===== config.mk =====
export PLATFORM = sky130hd
export DESIGN_NAME = fetch_unit
export DESIGN_NICKNAME = d
export VERILOG_FILES = /design/src/rtl/mips_pkg.sv /design/src/rtl/return_addr_stack.sv /design/src/rtl/fetch_unit.sv
export SDC_FILE = /design/constraint.sdc
export NUM_CORES = 1
export LEC_CHECK = 0
export ABC_CLOCK_PERIOD_IN_PS = 4800
export BUFFER_PORTS_ARGS = -buffer_cell sky130_fd_sc_hd__buf_2
export CORE_MARGIN = 2
export CORE_UTILIZATION = 57
export CTS_BUF_LIST = sky130_fd_sc_hd__clkbuf_8
export DETAILED_ROUTE_END_ITERATION = 10
export GPL_ROUTABILITY_DRIVEN = 0
export HOLD_SLACK_MARGIN = 0.1
export MAX_ROUTING_LAYER = met4
export PLACE_DENSITY_LB_ADDON = 0.15
export SYNTH_ARGS = -nofsm -noshare
export SYNTH_HDL_FRONTEND = slang
export SYNTH_SLANG_ARGS = --single-unit

===== constraint.sdc =====
create_clock -name clk -period 4.8 [get_ports clk]
set_clock_uncertainty 0.15 [all_clocks]
set_input_delay 0.96 -clock clk [delete_from_list [all_inputs] [get_ports clk]]
set_output_delay 0.96 -clock clk [all_outputs]
set_load 0.005 [all_outputs]

===== src/rtl/mips_pkg.sv =====
// mips_pkg: shared opcodes, instruction field slices and fetch state encoding
package mips_pkg;
  localparam logic [5:0] OP_JAL = 6'b010011;
  localparam logic [5:0] OP_DISP = 6'b111111;
  localparam logic [4:0] RA_FIELD = 5'b11111;
  localparam logic [31:0] EXIT_WORD = {OP_DISP, 26'h3FF_FFFF};
  localparam int OP_HI = 31;
  localparam int OP_LO = 26;
  localparam int RS_HI = 25;
  localparam int RS_LO = 21;
  localparam int IMM_HI = 10;
  localparam int IMM_LO = 0;
  typedef enum logic {ST_RUN, ST_HALT} state_t;
  function automatic logic is_exit(input logic [31:0] w);
    return w == EXIT_WORD;
  endfunction
endpackage


===== src/rtl/return_addr_stack.sv =====
// return_addr_stack: circular return-address stack, oldest entry overwritten when full
module return_addr_stack #(
  parameter int DEPTH = 4,
  parameter int W = 32
) (
  input  logic         clk,
  input  logic         rst,
  input  logic         push,
  input  logic         pop,
  input  logic [W-1:0] din,
  output logic [W-1:0] dout,
  output logic         empty,
  output logic         full,
  output logic         overflow_pulse
);
  localparam int PW = DEPTH > 1 ? $clog2(DEPTH) : 1;
  localparam int CW = $clog2(DEPTH + 1);
  logic [W-1:0] mem [DEPTH];
  logic [PW-1:0] ptr;
  logic [CW-1:0] cnt;
  assign empty = cnt == '0;
  assign full = cnt == CW'(DEPTH);
  assign dout = mem[ptr - PW'(1)];
  assign overflow_pulse = push & full;
  always_ff @(posedge clk)
    if (push) mem[ptr] <= din;
  always_ff @(posedge clk) begin
    if (rst) begin
      ptr <= '0;
      cnt <= '0;
    end else if (push) begin
      ptr <= ptr + PW'(1);
      cnt <= full ? cnt : cnt + CW'(1);
    end else if (pop && !empty) begin
      ptr <= ptr - PW'(1);
      cnt <= cnt - CW'(1);
    end
  end
endmodule


===== src/rtl/fetch_unit.sv =====
// fetch_unit: PC owner resolving JAL/JR/EXIT at fetch with a RAS, honouring stalls and redirects
module fetch_unit
  import mips_pkg::*;
#(
  parameter int ADDR_W = 32,
  parameter int RESET_PC = 0,
  parameter int IMEM_WORDS = 11,
  parameter int RAS_DEPTH = 4
) (
  input  logic              clk,
  input  logic              rst,
  output logic [ADDR_W-1:0] addr,
  input  logic [31:0]       instr_in,
  input  logic              stall,
  input  logic              redirect,
  input  logic [ADDR_W-1:0] redirect_pc,
  output logic [31:0]       instr_out,
  output logic [ADDR_W-1:0] instr_pc,
  output logic              instr_valid,
  output logic [ADDR_W-1:0] link_addr,
  output logic              halted,
  output logic              fault,
  output logic              ras_overflow
);
  state_t st, st_n;
  logic [ADDR_W-1:0] pc, pc_n, pc_inc, ras_dout;
  logic push, pop, fwd, valid_n, fault_n, op_j, is_jr;
  logic ras_empty, ras_full, ovf_pulse;
  assign addr = pc;
  assign halted = st == ST_HALT;
  assign pc_inc = pc + ADDR_W'(1);
  assign op_j = instr_in[OP_HI:OP_LO] == OP_JAL;
  assign is_jr = op_j && instr_in[RS_HI:RS_LO] == RA_FIELD;
  return_addr_stack #(.DEPTH(RAS_DEPTH), .W(ADDR_W)) u_ras (
    .clk(clk),
    .rst(rst),
    .push(push),
    .pop(pop),
    .din(pc_inc),
    .dout(ras_dout),
    .empty(ras_empty),
    .full(ras_full),
    .overflow_pulse(ovf_pulse)
  );
  always_comb begin
    st_n = st;
    pc_n = pc;
    valid_n = instr_valid;
    fault_n = fault;
    push = 1'b0;
    pop = 1'b0;
    fwd = 1'b0;
    if (st == ST_HALT) begin
      valid_n = 1'b0;
    end else if (redirect) begin
      pc_n = redirect_pc;
      valid_n = 1'b0;
    end else if (!stall) begin
      if (pc >= ADDR_W'(IMEM_WORDS) || (is_jr && ras_empty)) begin
        st_n = ST_HALT;
        fault_n = 1'b1;
        valid_n = 1'b0;
      end else if (is_exit(instr_in)) begin
        st_n = ST_HALT;
        valid_n = 1'b0;
      end else begin
        fwd = 1'b1;
        valid_n = 1'b1;
        pop = is_jr;
        push = op_j && !is_jr;
        pc_n = is_jr ? ras_dout : op_j ? ADDR_W'(instr_in[IMM_HI:IMM_LO]) : pc_inc;
      end
    end
  end
  always_ff @(posedge clk) begin
    if (rst) begin
      st <= ST_RUN;
      pc <= ADDR_W'(RESET_PC);
      instr_out <= '0;
      instr_pc <= '0;
      link_addr <= '0;
      instr_valid <= 1'b0;
      fault <= 1'b0;
      ras_overflow <= 1'b0;
    end else begin
      st <= st_n;
      pc <= pc_n;
      instr_valid <= valid_n;
      fault <= fault_n;
      ras_overflow <= ras_overflow | ovf_pulse;
      if (fwd) begin
        instr_out <= instr_in;
        instr_pc <= pc;
        link_addr <= pc_inc;
      end
    end
  end
  always_ff @(posedge clk)
    if (!rst) assert (!ovf_pulse || ras_full);
endmodule


==> results of run 1 <==
cell families after synthesis:
kind of cell,count (synthesis)
compound gates,126
xor+xnor,32
fa+ha+maj,6
buf+inv,81
flops,265
mux,37
simple gates,341
cell usage after synthesis (all sizes together) (2+ instances only):
cell type	n	area [sq um]
o21ai	8	40.04
a31oi	2	12.51
o311a	4	40.04
nand2	110	412.9
and4	6	55.05
o41ai	2	17.52
nand3	16	80.08
inv	12	45.04
nor2	45	176.4
a22oi	14	105.1
xnor2	26	227.7
nand4b	15	131.4
mux4	32	720.7
or3	6	37.54
a211oi	7	57.55
edfxtp	128	3844
dfxtp	137	2743
or4	2	15.01
nand3b	11	82.58
mux2	2	22.52
o211ai	19	142.6
buf	27	187.7
a221o	4	40.04
nor4	14	87.58
mux2i	3	30.03
and3	9	56.30
a21oi	51	255.2
o31a	2	17.52
ha	5	62.56
nor3	15	75.07
a221oi	4	35.03
clkbuf	42	160.1
a311oi	4	35.03
nand4	27	168.9
xor2	6	52.55
a21o	2	15.01
and2	63	394.1
sequential cells by signal, summed over array words and instances (netlist names):
name	flops
link_addr	32
instr_out	32
u_ras.cnt	3
fault	1
ras_overflow	1
halted	1
instr_pc	32
u_ras.mem	128
addr	32
u_ras.ptr	2
instr_valid	1
cells in the final DEF, fill, tap and decap left out, types with 5 or more instances in the layout:
cell type / n
sky130_fd_sc_hd__a211oi_1: 6
sky130_fd_sc_hd__a21oi_1: 51
sky130_fd_sc_hd__a22oi_1: 14
sky130_fd_sc_hd__and2_1: 63
sky130_fd_sc_hd__and3_1: 9
sky130_fd_sc_hd__and4_1: 5
sky130_fd_sc_hd__buf_2: 198
sky130_fd_sc_hd__buf_4: 19
sky130_fd_sc_hd__clkbuf_8: 54
sky130_fd_sc_hd__dfxtp_1: 136
sky130_fd_sc_hd__edfxtp_1: 128
sky130_fd_sc_hd__ha_1: 5
sky130_fd_sc_hd__inv_1: 26
sky130_fd_sc_hd__mux4_2: 32
sky130_fd_sc_hd__nand2_1: 110
sky130_fd_sc_hd__nand3_1: 16
sky130_fd_sc_hd__nand3b_1: 11
sky130_fd_sc_hd__nand4_1: 27
sky130_fd_sc_hd__nand4b_1: 15
sky130_fd_sc_hd__nor2_1: 44
sky130_fd_sc_hd__nor3_1: 15
sky130_fd_sc_hd__nor4_1: 12
sky130_fd_sc_hd__o211ai_1: 19
sky130_fd_sc_hd__o21ai_0: 8
sky130_fd_sc_hd__or3_1: 6
sky130_fd_sc_hd__xnor2_1: 26
sky130_fd_sc_hd__xor2_1: 6
worst max-delay path, delay by kind of cell (launching register included):
kind	cells	cell delay [ns]
AOI/OAI and AO/OA	4	0.82
adders and majority gates	2	0.63
buffers and inverters	3	0.46
DFF	1	0.29
and+or+nand+nor	3	1.15
area by class of cell:
| class | count | share of cell area [%] |
|---|---|---|
| Sequential cell | 265 | 51.90 |
| Multi-Input combinational cell | 542 | 29.82 |
| Timing Repair Buffer | 217 | 8.931 |
| Clock buffer | 54 | 5.856 |
| Tap cell | 234 | 2.307 |
| Clock inverter | 24 | 0.8281 |
| Inverter | 12 | 0.3549 |
power by group through the flow:
| stage | sequential (uW) | clock (uW) | combinational (uW) |
|---|---|---|---|
| floorplan | 2480 | 0 | 163 |
| global route | 2450 | 2000 | 289 |
| finish | 2450 | 1880 | 265 |
| detailed placement | 2490 | 0 | 262 |
| global placement | 2490 | 0 | 257 |
| CTS | 2450 | 1910 | 263 |
routing by layer:
layer | vias up | GRT usage [%]
met3 | 43 | 4.927
met4 | 0 | 8.684
met5 | - | -
met2 | 394 | 43.43
met1 | 3828 | 37.47
li1 | 3657 | -
worst max-delay path by stage:
stage                    end  slack [ns]  cells past startpoint
6_report        u_ras.cnt[2]        1.20                     12
4_1_cts         u_ras.cnt[2]        1.29                     12
3_5_place_dp    instr_pc[15]        1.06                      6
2_1_floorplan       addr[31]        1.22                     11
3_3_place_gp   link_addr[20]        1.08                      6
5_1_grt         u_ras.cnt[2]        1.03                     12
stage by stage:
step,util [%],cells,hold slack [ns]
after global placement,63.74,1270,0.2866
after global routing,68.31,1348,0.3184
after floorplan,-,888,0.3027
after CTS,68.31,1348,0.3013
final,68.31,1348,0.2998
after detailed placement,63.74,1270,0.2881
==> run summary, run 1 <==
At the pin with the least slew margin, the transition time is 1.083 ns. The portion of synthesized area spent on multiplexers is 7.192%. The critical path goes through buf_4 > ha_1 > buf_4 > o21ai_0 > nand4_1 > nor2_1 > and4_1 > inv_1 > fa_1 > o21ai_0 > a31oi_1 > a311oi_1.

The floorplan step set the die width to 141.3 um. The final routed wire length divided by cell count is 20.11 um. In the final layout, the multi-input gates occupy 3785 sq um. For the worst-skew pair, the clock arrives at the later sink with an insertion delay of 0.55 ns. The post-route DRC violation count is 0. In this run the tool buffered the top-level ports with 199 buffer cells. For this run, the leading register cell type out of synthesis is sky130_fd_sc_hd__dfxtp_1. The DRC violation total after the first TritonRoute iteration came out at 724. The total negative setup slack is 0 ns. The slowest stage of the critical path is the sky130_fd_sc_hd__nor2_1 cell. Hold repair after CTS inserted 0 buffers. The worst setup path is captured at a flop. The proportion of synthesized flip-flops having asynchronous set or reset is 0%. In this run the vertical extent of the chip is 141.3 um.

The count of pins on the block boundary is 200. After synthesis, the largest family of logic cells by area is simple AND/OR/NAND/NOR gates. The net count after synthesis is 962. The filler cell count in the final layout is 1401. The wire length of the first global-routing pass is 41.94 mm. The flow ran to the end, and the final reports show no timing, DRC or antenna violations. Derived from the worst setup path, the maximum achievable clock frequency is 0.2778 GHz. Summing the areas of all xor and xnor instances in the mapped netlist gives 2.607% of the synthesized area. The core footprint came out at 18580 sq um. The maximum number of buffers from clock root to sink is 3. The clock tree from TritonCTS is done. The switching share of power came out at 23.49%. Setup repair after global routing left no endpoint under its margin. The routed via count divided by cell count came out at 5.877.

Tracing the worst setup path back leads to its startpoint at addr[0]. Clock tree synthesis selected as its root buffer the cell sky130_fd_sc_hd__clkbuf_8. Summed over all layers, the global routing overflow is 0. The instance count of the mapped netlist is 888.

The met1 wire length came out at 11.75 mm. The path with the worst hold slack has its endpoint at instr_out[31]. Signal routing reaches up to met4.

The normalized max-slew margin came out at 27.13%. The largest fanout of any net on the critical path came out at 12. Cells with a size suffix above 1 make up 28.64% of the layout. The wire length reported by the detailed router is 27.11 mm.

VDD sags by at most 212.4 uV. The post-synth design cell area came out at 10750 sq um. The final setup slack of the worst path is 1.200 ns.

The number of flops mapped to enable cells by yosys came out at 128. The worst hold path begins at instr_out[31]. Across all register-to-register paths, the minimum setup slack is 1.20 ns.

The total of cells resized after clock tree synthesis is 0. The final critical-path share of the clock period is 75.00%. The reported leakage power is 0.004878 uW. The power dissipated by switching net loads came out at 1078 uW. The endpoint identified for the worst register-to-register timing path is u_ras.cnt[2]. The length of the first detailed-routing pass in iterations came out at 5. STA classifies the critical path startpoint as a flop. The distinct cell type count of the synthesized netlist is 50. The met2 wire length is 12.65 mm. The clock-pin slew on the worst setup and hold paths is 0.06 ns. The placement-stage cell area came out at 11840 sq um. The number of global-route vias before repair came out at 7764. The met3 wirelength from detailed routing came out at 2.193 mm. The tool flagged a number of max-cap violations equal to 0. Each instance of the synthesized netlist takes up on average 12.11 sq um. The fraction of the mapped netlist area in simple logic gates is 16.63%. The shortest period the worst path allows is 3.600 ns. Sequential elements use 61.26% of the synthesized area. The starting utilization of the core area came out at 57.87%. The initial antenna violation count came to 0. Global routing used 27.75% of the available tracks. The sum of internal, switching and leakage power came out at 4592 uW. Of the total power, combinational logic draws 5.8%.

The cell-internal power is 3513 uW. OpenSTA, run right after detailed placement, puts the worst setup slack at 1.061 ns. The longest individual stage delay on the worst path came out at 0.51 ns. Buffers added to address setup during post-CTS repair amount to 0. Entering global routing, the biggest net connects 100 pins. Detailed routing inserted a total of 7922 vias.

The path depth of the worst reg2reg path came out at 12. The clock net in this run drives a total of 265 sinks. The sequential cell area came out at 6588 sq um. After floorplanning, the core was divided into 50 placement rows. For the worst setup path, the data required time is 5.10 ns. The complex-gate fraction of the synthesized area came out at 7.890%. The synthesis-stage register bit count came out at 265.

The cell area power density came out at 361.8 nW/um^2. 0 antenna diodes ended up in the layout. The total number of nets in the final design came out at 1155. The H-tree depth is 2. The startpoint identified for the worst register-to-register timing path is addr[0]. The floorplan die area came out at 19980 sq um. Sequential cells burn 53.3% of the power.

The cell depth of the worst min-delay path came out at 2. The number of pins exceeding their max-slew limit in the final report is 0. The number of endpoints failing setup at the final stage is 0.

The share of total power in the clock network came out at 40.9%. The critical path is of the flop to flop type. The count of nets left with antenna violations after detail routing is 0.

The layout overhead on the synthesized area came out at 18.05%. The CTS buffer count came out at 43. The finished layout cell area is 12690 sq um.

The number of hold violations in the final report is 0. The half-perimeter wire length after placement is 17.44 mm. The count of warnings emitted by yosys came out at 0. The adder-cell area share of the yosys netlist is 0.7681%. The arrival time of data at the critical path endpoint is 3.90 ns. The path class of the tightest hold or removal check is flop to flop.
Note: power is estimated with default switching activity, not from simulation.
==> inputs of run 2 (changes only) <==
--- a/config.mk
+++ b/config.mk
@@ -5,10 +5,10 @@
 export SDC_FILE = /design/constraint.sdc
 export NUM_CORES = 1
 export LEC_CHECK = 0
-export ABC_CLOCK_PERIOD_IN_PS = 4800
+export ABC_CLOCK_PERIOD_IN_PS = 3200
 export BUFFER_PORTS_ARGS = -buffer_cell sky130_fd_sc_hd__buf_2
 export CORE_MARGIN = 2
-export CORE_UTILIZATION = 57
+export CORE_UTILIZATION = 52
 export CTS_BUF_LIST = sky130_fd_sc_hd__clkbuf_8
 export DETAILED_ROUTE_END_ITERATION = 10
 export GPL_ROUTABILITY_DRIVEN = 0
==> constraint.sdc (replaced) <==
create_clock -name clk -period 3.2 [get_ports clk]
set_clock_uncertainty 0.15 [all_clocks]
set_input_delay 0.64 -clock clk [delete_from_list [all_inputs] [get_ports clk]]
set_output_delay 0.64 -clock clk [all_outputs]
set_load 0.005 [all_outputs]
==> run 2 against run 1 <==
  * Clock power up 58%
  * Non-clock buffer count up 27
  * Combinational power up 65%
  * Sequential power up 49%
  * Worst hold slack worse by 0.10 ns
  * Largest power group unchanged
  * Highest routed layer unchanged
==> run summary, run 2 (synthesized netlist as in run 1, its figures left out) <==
The flip-flop count of the largest register, all copies and words added is 128. The share of power burned in registers is 51.8%. The half-perimeter wire length after placement is 18.45 mm. The maximum number of buffers from clock root to sink is 3. The fmax is 0.3419 GHz.

The cell-internal power is 5410 uW. In the finished design, the share of the clock period the worst path needs comes to 91.39%. The layout overhead on the synthesized area came out at 21.52%. The critical path is of the flop to flop type. The post-route DRC violation count is 0. Traced cell by cell, the critical path runs through ha_1 > o21ai_0 > nand4_1 > nor2_1 > buf_4 > a41o_1 > buf_4 > nor2_1 > a211oi_1. The number of endpoints failing setup at the final stage came out at 0. The later pin in the worst-skew pair is clocked with a latency of 0.56 ns. The total negative setup slack came out at 0 ns. The longest individual stage delay on the worst path came out at 0.56 ns.

The count of pins on the block boundary is 200. The die is 147.8 um wide. The cell area power density came out at 540.4 nW/um^2.

The worst hold slack across all endpoints is 0.1952 ns. The critical path endpoint category is a flop. The start of the worst register-to-register path is addr[0]. The maximum ir drop on the vdd rail came out at 351.3 uV. The CTS buffer count came out at 43. The number of standard-cell rows in the floorplan came out at 52. The worst hold path belongs to the class input pin to flop.

The length of the first detailed-routing pass in iterations is 5. The finished layout cell area came out at 13070 sq um. The initial antenna violation count was 2. The maximum number of pins on one net before global-route repair is 72. The number of hold violations in the final report came out at 0. In this run, post-CTS repair resized a total of 0 instances. The flow ran to the end, and the final reports show no timing, DRC or antenna violations. The number of global-route vias before repair is 7719. In the final routed layout, each cell accounts on average for 19.59 um. The placement-stage cell area came out at 12170 sq um. The first global-routing pass estimated 43.14 mm of wire. Combinational cells account for 6.2% of the total power. In this run the tool buffered the top-level ports with 199 buffer cells.

The shortest period the worst path allows is 2.925 ns. The power dissipated by switching net loads came out at 1650 uW. The clock-pin slew on the worst setup and hold paths is 0.06 ns.

The start point of the critical path is addr[0]. The count of nets left with antenna violations after detail routing is 0. The proportion of layout cells with a drive suffix above 1 came out at 30.45%. The number of pins exceeding their max-slew limit in the final report is 0.

Summed over all cells, the static leakage comes to 0.005062 uW. The number of post-CTS setup repair buffers is 0. The clock tree root driver cell is sky130_fd_sc_hd__clkbuf_8. Setup repair after global routing left no endpoint under its margin. Summing over every cut layer, the via total after detailed routing is 7955. The floorplan die area came out at 21840 sq um.

TritonCTS built the clock tree. The actual slew at the worst max-slew pin is 0.7402 ns. The share of total power in the clock network is 42.0%. On the critical path, the stage with the largest delay is an instance of sky130_fd_sc_hd__a41o_1. For this run the aggregate overflow at the end of global routing stands at 0. The number of hold-repair buffers added at the cts stage is 0. The most common cell after layout, fill and taps aside is sky130_fd_sc_hd__buf_2. The register bank with the most flops is u_ras.mem.

The switching share of power came out at 23.37%. For this configuration, the core starts out at a cell density of 53.14%. The total number of nets in the final design is 1182. The startpoint identified for the worst hold timing path is instr_in[12].

The core footprint is 20230 sq um. After the first detailed-routing iteration, the DRC count stood at 590. For the worst setup path, the data required time is 3.51 ns. The category of the worst setup path launch point is a flop. The normalized max-slew margin is 50.65%. The total global-route track usage is 26.30%. For this block, the routed nets add up to 27.74 mm of wire. Leaving out fill and tap cells, the most frequent cells in the layout are 198 x sky130_fd_sc_hd__buf_2, 136 x sky130_fd_sc_hd__dfxtp_1, 128 x sky130_fd_sc_hd__edfxtp_1. The H-tree generated during clock tree synthesis spans 2 levels.

The die outline height is 147.8 um. The arrival time of data at the critical path endpoint is 3.23 ns. The routed via count divided by cell count came out at 5.618. The largest fanout of any net on the critical path is 17. The number of maximum-capacitance constraint violations came out at 0.

The clock sink total came out at 265.
[run 2: changes by cell type in the layout (fill, tap and decap cells not counted), sizes merged]
| cell | previous run | this run |
|---|---|---|
| buf | 217 | 244 |
| diode | 0 | 3 |
| bufinv | 0 | 2 |
| clkbuf | 54 | 52 |
| clkinv | 7 | 8 |
| inv | 26 | 27 |
[run 2: critical path, delay by kind of cell (launching register included)]
kind	cells	cell delay, ns
AOI/OAI and AO/OA	3	1.17
buffers and inverters	2	0.52
and+or+nand+nor	3	0.45
DFF	1	0.33
adders and majority gates	1	0.21
[run 2: final cells by class]
type	count	area, sq um
repair buffers	244	1411
flip-flops and latches	265	6588
clock buffers	52	715.7
diodes	3	7.507
clock inverters	28	175.2
multi-input cells	542	3785
fillers	1652	7169
well taps	270	337.8
inverters	12	45.04
[run 2: per-stage QoR]
stage / worst slack, ns / total power [uW] / util [%] / std cells
after CTS: 0.3141 / 7121 / 64.53 / 1413
after global placement: 0.2248 / 4157 / 60.13 / 1333
final: 0.2754 / 7061 / 64.57 / 1416
after floorplan: 0.0008011 / 3957 / - / 888
after global routing: 0.09864 / 7321 / 64.56 / 1415
after detailed placement: 0.1487 / 4163 / 60.13 / 1333
[run 2: power by group through the flow]
stage               clock network, uW  registers, uW  logic, uW
floorplan                           0           3710        244
global placement                    0           3730        427
detailed placement                  0           3730        433
CTS                              3030           3660        435
global route                     3180           3660        474
finish                           2970           3660        436
[run 2: final timing paths]
kind	to	slack [ns]	cells past startpoint
setup / recovery	addr[5]	0.28	9
hold / removal	instr_out[12]	0.20	3
setup reg to reg	addr[5]	0.28	9
hold reg to reg	instr_pc[19]	0.30	1
[run 2: per-layer routing]
metal  global-route usage (%)  vias up  wire length [um]
met5                        -        -                 0
met2                    42.00      355             13330
met1                    35.04     3846             11580
met3                    5.463       45              2403
met4                    6.010        0               437
li1                         -     3709                 -
==> inputs of run 3 (changes only) <==
--- a/config.mk
+++ b/config.mk
@@ -6,11 +6,11 @@
 export NUM_CORES = 1
 export LEC_CHECK = 0
 export ABC_CLOCK_PERIOD_IN_PS = 3200
-export BUFFER_PORTS_ARGS = -buffer_cell sky130_fd_sc_hd__buf_2
 export CORE_MARGIN = 2
-export CORE_UTILIZATION = 52
+export CORE_UTILIZATION = 59
 export CTS_BUF_LIST = sky130_fd_sc_hd__clkbuf_8
 export DETAILED_ROUTE_END_ITERATION = 10
+export DONT_BUFFER_PORTS = 1
 export GPL_ROUTABILITY_DRIVEN = 0
 export HOLD_SLACK_MARGIN = 0.1
 export MAX_ROUTING_LAYER = met4
==> run 3 against run 2 <==
  * First-iteration DRC count rose by 27%
  * Worst hold slack got worse by 0.064 ns
  * Register-to-register slack got worse by 0.02 ns
  * Fmax fell by 0.60%
  * Clock power fell by 6%
  * Cell area fell by 5.9%
  * Global-route usage rose by 3.9 points
  * Via count fell by 4.0%
  * Die area fell by 12%
  * Sequential share of layout area rose by 3.2 points
  * Core utilization rose by 4.1 points
  * Critical endpoint is now u_ras.cnt[2]
  * Largest cell class unchanged
  * Highest routed layer unchanged
==> run summary, run 3 (synthesized netlist as in run 1, its figures left out) <==
The flow ran to the end, and the final reports show no timing, DRC or antenna violations. The count of pins on the block boundary is 200. From left edge to right edge, the die measures 139.0 um. The number of hold-repair buffers added at the cts stage is 36. The minimum setup slack among reg-to-reg paths is 0.26 ns. The clock-pin slew on the worst setup and hold paths is 0.06 ns.

The arrival time of data at the critical path endpoint came out at 3.24 ns. The flip-flop count of the largest register, all copies and words added came out at 128. The starting utilization of the core area came out at 60.06%.

Grouping stages by cell kind, the critical path spends the most delay in compound AO/OA/AOI/OAI gates. The critical path goes through ha_1 > o21ai_0 > nand4_1 > nor2_1 > and4_1 > inv_1 > fa_1 > o21ai_0 > a31oi_1 > a311oi_1. The count of nets left with antenna violations after detail routing came out at 0. The final routed wire length divided by cell count is 23.99 um. The clock sink total is 265. The maximum number of pins on one net before global-route repair is 68. The total area inside the core boundary comes to 17900 sq um. The number of global-route vias before repair is 7839.

In this run the worst path has a maximum fanout of 4. The reported leakage power came out at 0.004190 uW. On the critical path, the stage with the largest delay is an instance of sky130_fd_sc_hd__fa_1. The routed via count divided by cell count is 6.367.

For the final routed database, the setup TNS stands at 0 ns. The number of hold violations in the final report came to 0. The normalized max-slew margin is 49.18%.

The latest clock arrival within the worst-skew pair came out at 0.56 ns. The worst hold path begins at rst. The number of buffers and inverters on the critical path is 1.

Leaving out fill and tap cells, the most frequent cells in the layout are 136 x sky130_fd_sc_hd__dfxtp_1, 128 x sky130_fd_sc_hd__edfxtp_1, 110 x sky130_fd_sc_hd__nand2_1. The CTS buffer count came out at 42. Data on the critical path is required at its endpoint by 3.50 ns.

The number of port buffers came out at 0. The die outline height came out at 139.0 um. The post-route netlist has 14.23% of its cells at a drive strength greater than 1. The worst setup path is of the flop to flop kind.

The register bank with the most flops is u_ras.mem. The number of pins exceeding their max-slew limit in the final report is 0. Global routing consumed, over all layers together, 30.18% of the routing resources.

The cell area power density is 555.0 nW/um^2. The classification of the worst-slack hold path is input pin to flop. The number of endpoints failing setup at the final stage is 0. The number of maximum-capacitance constraint violations came out at 0. The worst setup timing slack at the placement stage is 0.2217 ns. The length of the first detailed-routing pass in iterations came out at 6. The total number of nets in the final design is 1011. The final critical-path share of the clock period came out at 91.94%. The actual slew at the worst max-slew pin is 0.7623 ns. The layout overhead on the synthesized area came out at 14.35%. The post-route DRC violation count is 0.

The worst register-to-register path begins at addr[0]. VDD sags by at most 383.7 uV. The half-perimeter wire length after placement came out at 18.20 mm. The path depth of the worst reg2reg path is 10. The fmax is 0.3399 GHz. The shortest period the worst path allows is 2.942 ns. The first global-routing pass estimated 44.08 mm of wire. The final setup slack of the worst path is 0.2578 ns. The critical path's most frequent cell is sky130_fd_sc_hd__o21ai_0. The floorplan die area is 19320 sq um. Setup repair after global routing left no endpoint under its margin. The initial antenna violation count came out at 0. The most common cell after layout, fill and taps aside is sky130_fd_sc_hd__dfxtp_1.

The via count is 7634. The total inserted antenna cells came out at 0. The overflow left after global routing came out at 0. In this run the clock root is driven by a sky130_fd_sc_hd__clkbuf_8. The cell depth of the worst min-delay path came out at 2.

The clock tree synthesis step divided the H-tree into 2 levels. For hold timing, the worst endpoint is addr[17]. The wire length reported by the detailed router is 28.76 mm. The longest individual stage delay on the worst path is 0.42 ns. The category of the worst setup path launch point is a flop. The clock tree from TritonCTS is done. The detailed router finished its first iteration with 752 violations. The endpoint identified for the worst register-to-register timing path is u_ras.cnt[2]. The number of standard-cell rows in the floorplan is 49.

The critical path endpoint category is a flop. The number of post-CTS setup repair buffers came out at 0. Once the clock tree was built, the resizer swapped 0 gates to a different size.

The maximum number of buffers from clock root to sink came out at 3.
## run 3: cell type report
cell class | count | area [sq um]
well taps | 229 | 286.5
repair buffers | 74 | 763.2
clock buffers | 53 | 729.5
fillers | 1277 | 5608
multi-input cells | 542 | 3779
inverters | 12 | 45.04
flip-flops and latches | 265 | 6588
clock inverters | 24 | 103.9
## run 3: routing by layer
layer,GRT usage [%],vias up,routed length [um]
li1,-,3365,-
met1,35.49,3692,10510
met2,48.02,493,13680
met3,9.945,84,3480
met4,12.71,0,1085
met5,-,-,0
## run 3: power by group
part	switching, uW	internal, uW
clock	1290	1500
combinational	219	153
sequential	64.1	3600
total	1570	5250
## run 3: how the worst max path moves through the flow
stage | from | end | slack, ns | cells after the start
after floorplan | u_ras.ptr[0] | addr[31] | 0.0008 | 11
after global routing | addr[0] | u_ras.cnt[2] | 0.09 | 10
final | addr[0] | u_ras.cnt[2] | 0.26 | 10
after detailed placement | instr_in[30] | instr_out[3] | 0.22 | 8
after CTS | addr[0] | u_ras.cnt[2] | 0.28 | 10
after global placement | instr_in[30] | addr[10] | 0.30 | 7
## run 3: stage by stage
stage / instance area [sq um] / hold slack (ns) / power (uW) / util [%] / cells
3_5_place_dp: 11080 / 0.3137 / 4045 / 61.91 / 1086
2_1_floorplan: 10750 / 0.3027 / 3957 / - / 888
6_report: 12290 / 0.1316 / 6823 / 68.67 / 1199
5_1_grt: 12290 / 0.1319 / 7041 / 68.67 / 1199
3_3_place_gp: 11080 / 0.3080 / 4031 / 61.91 / 1086
4_1_cts: 12290 / 0.1092 / 6859 / 68.67 / 1199
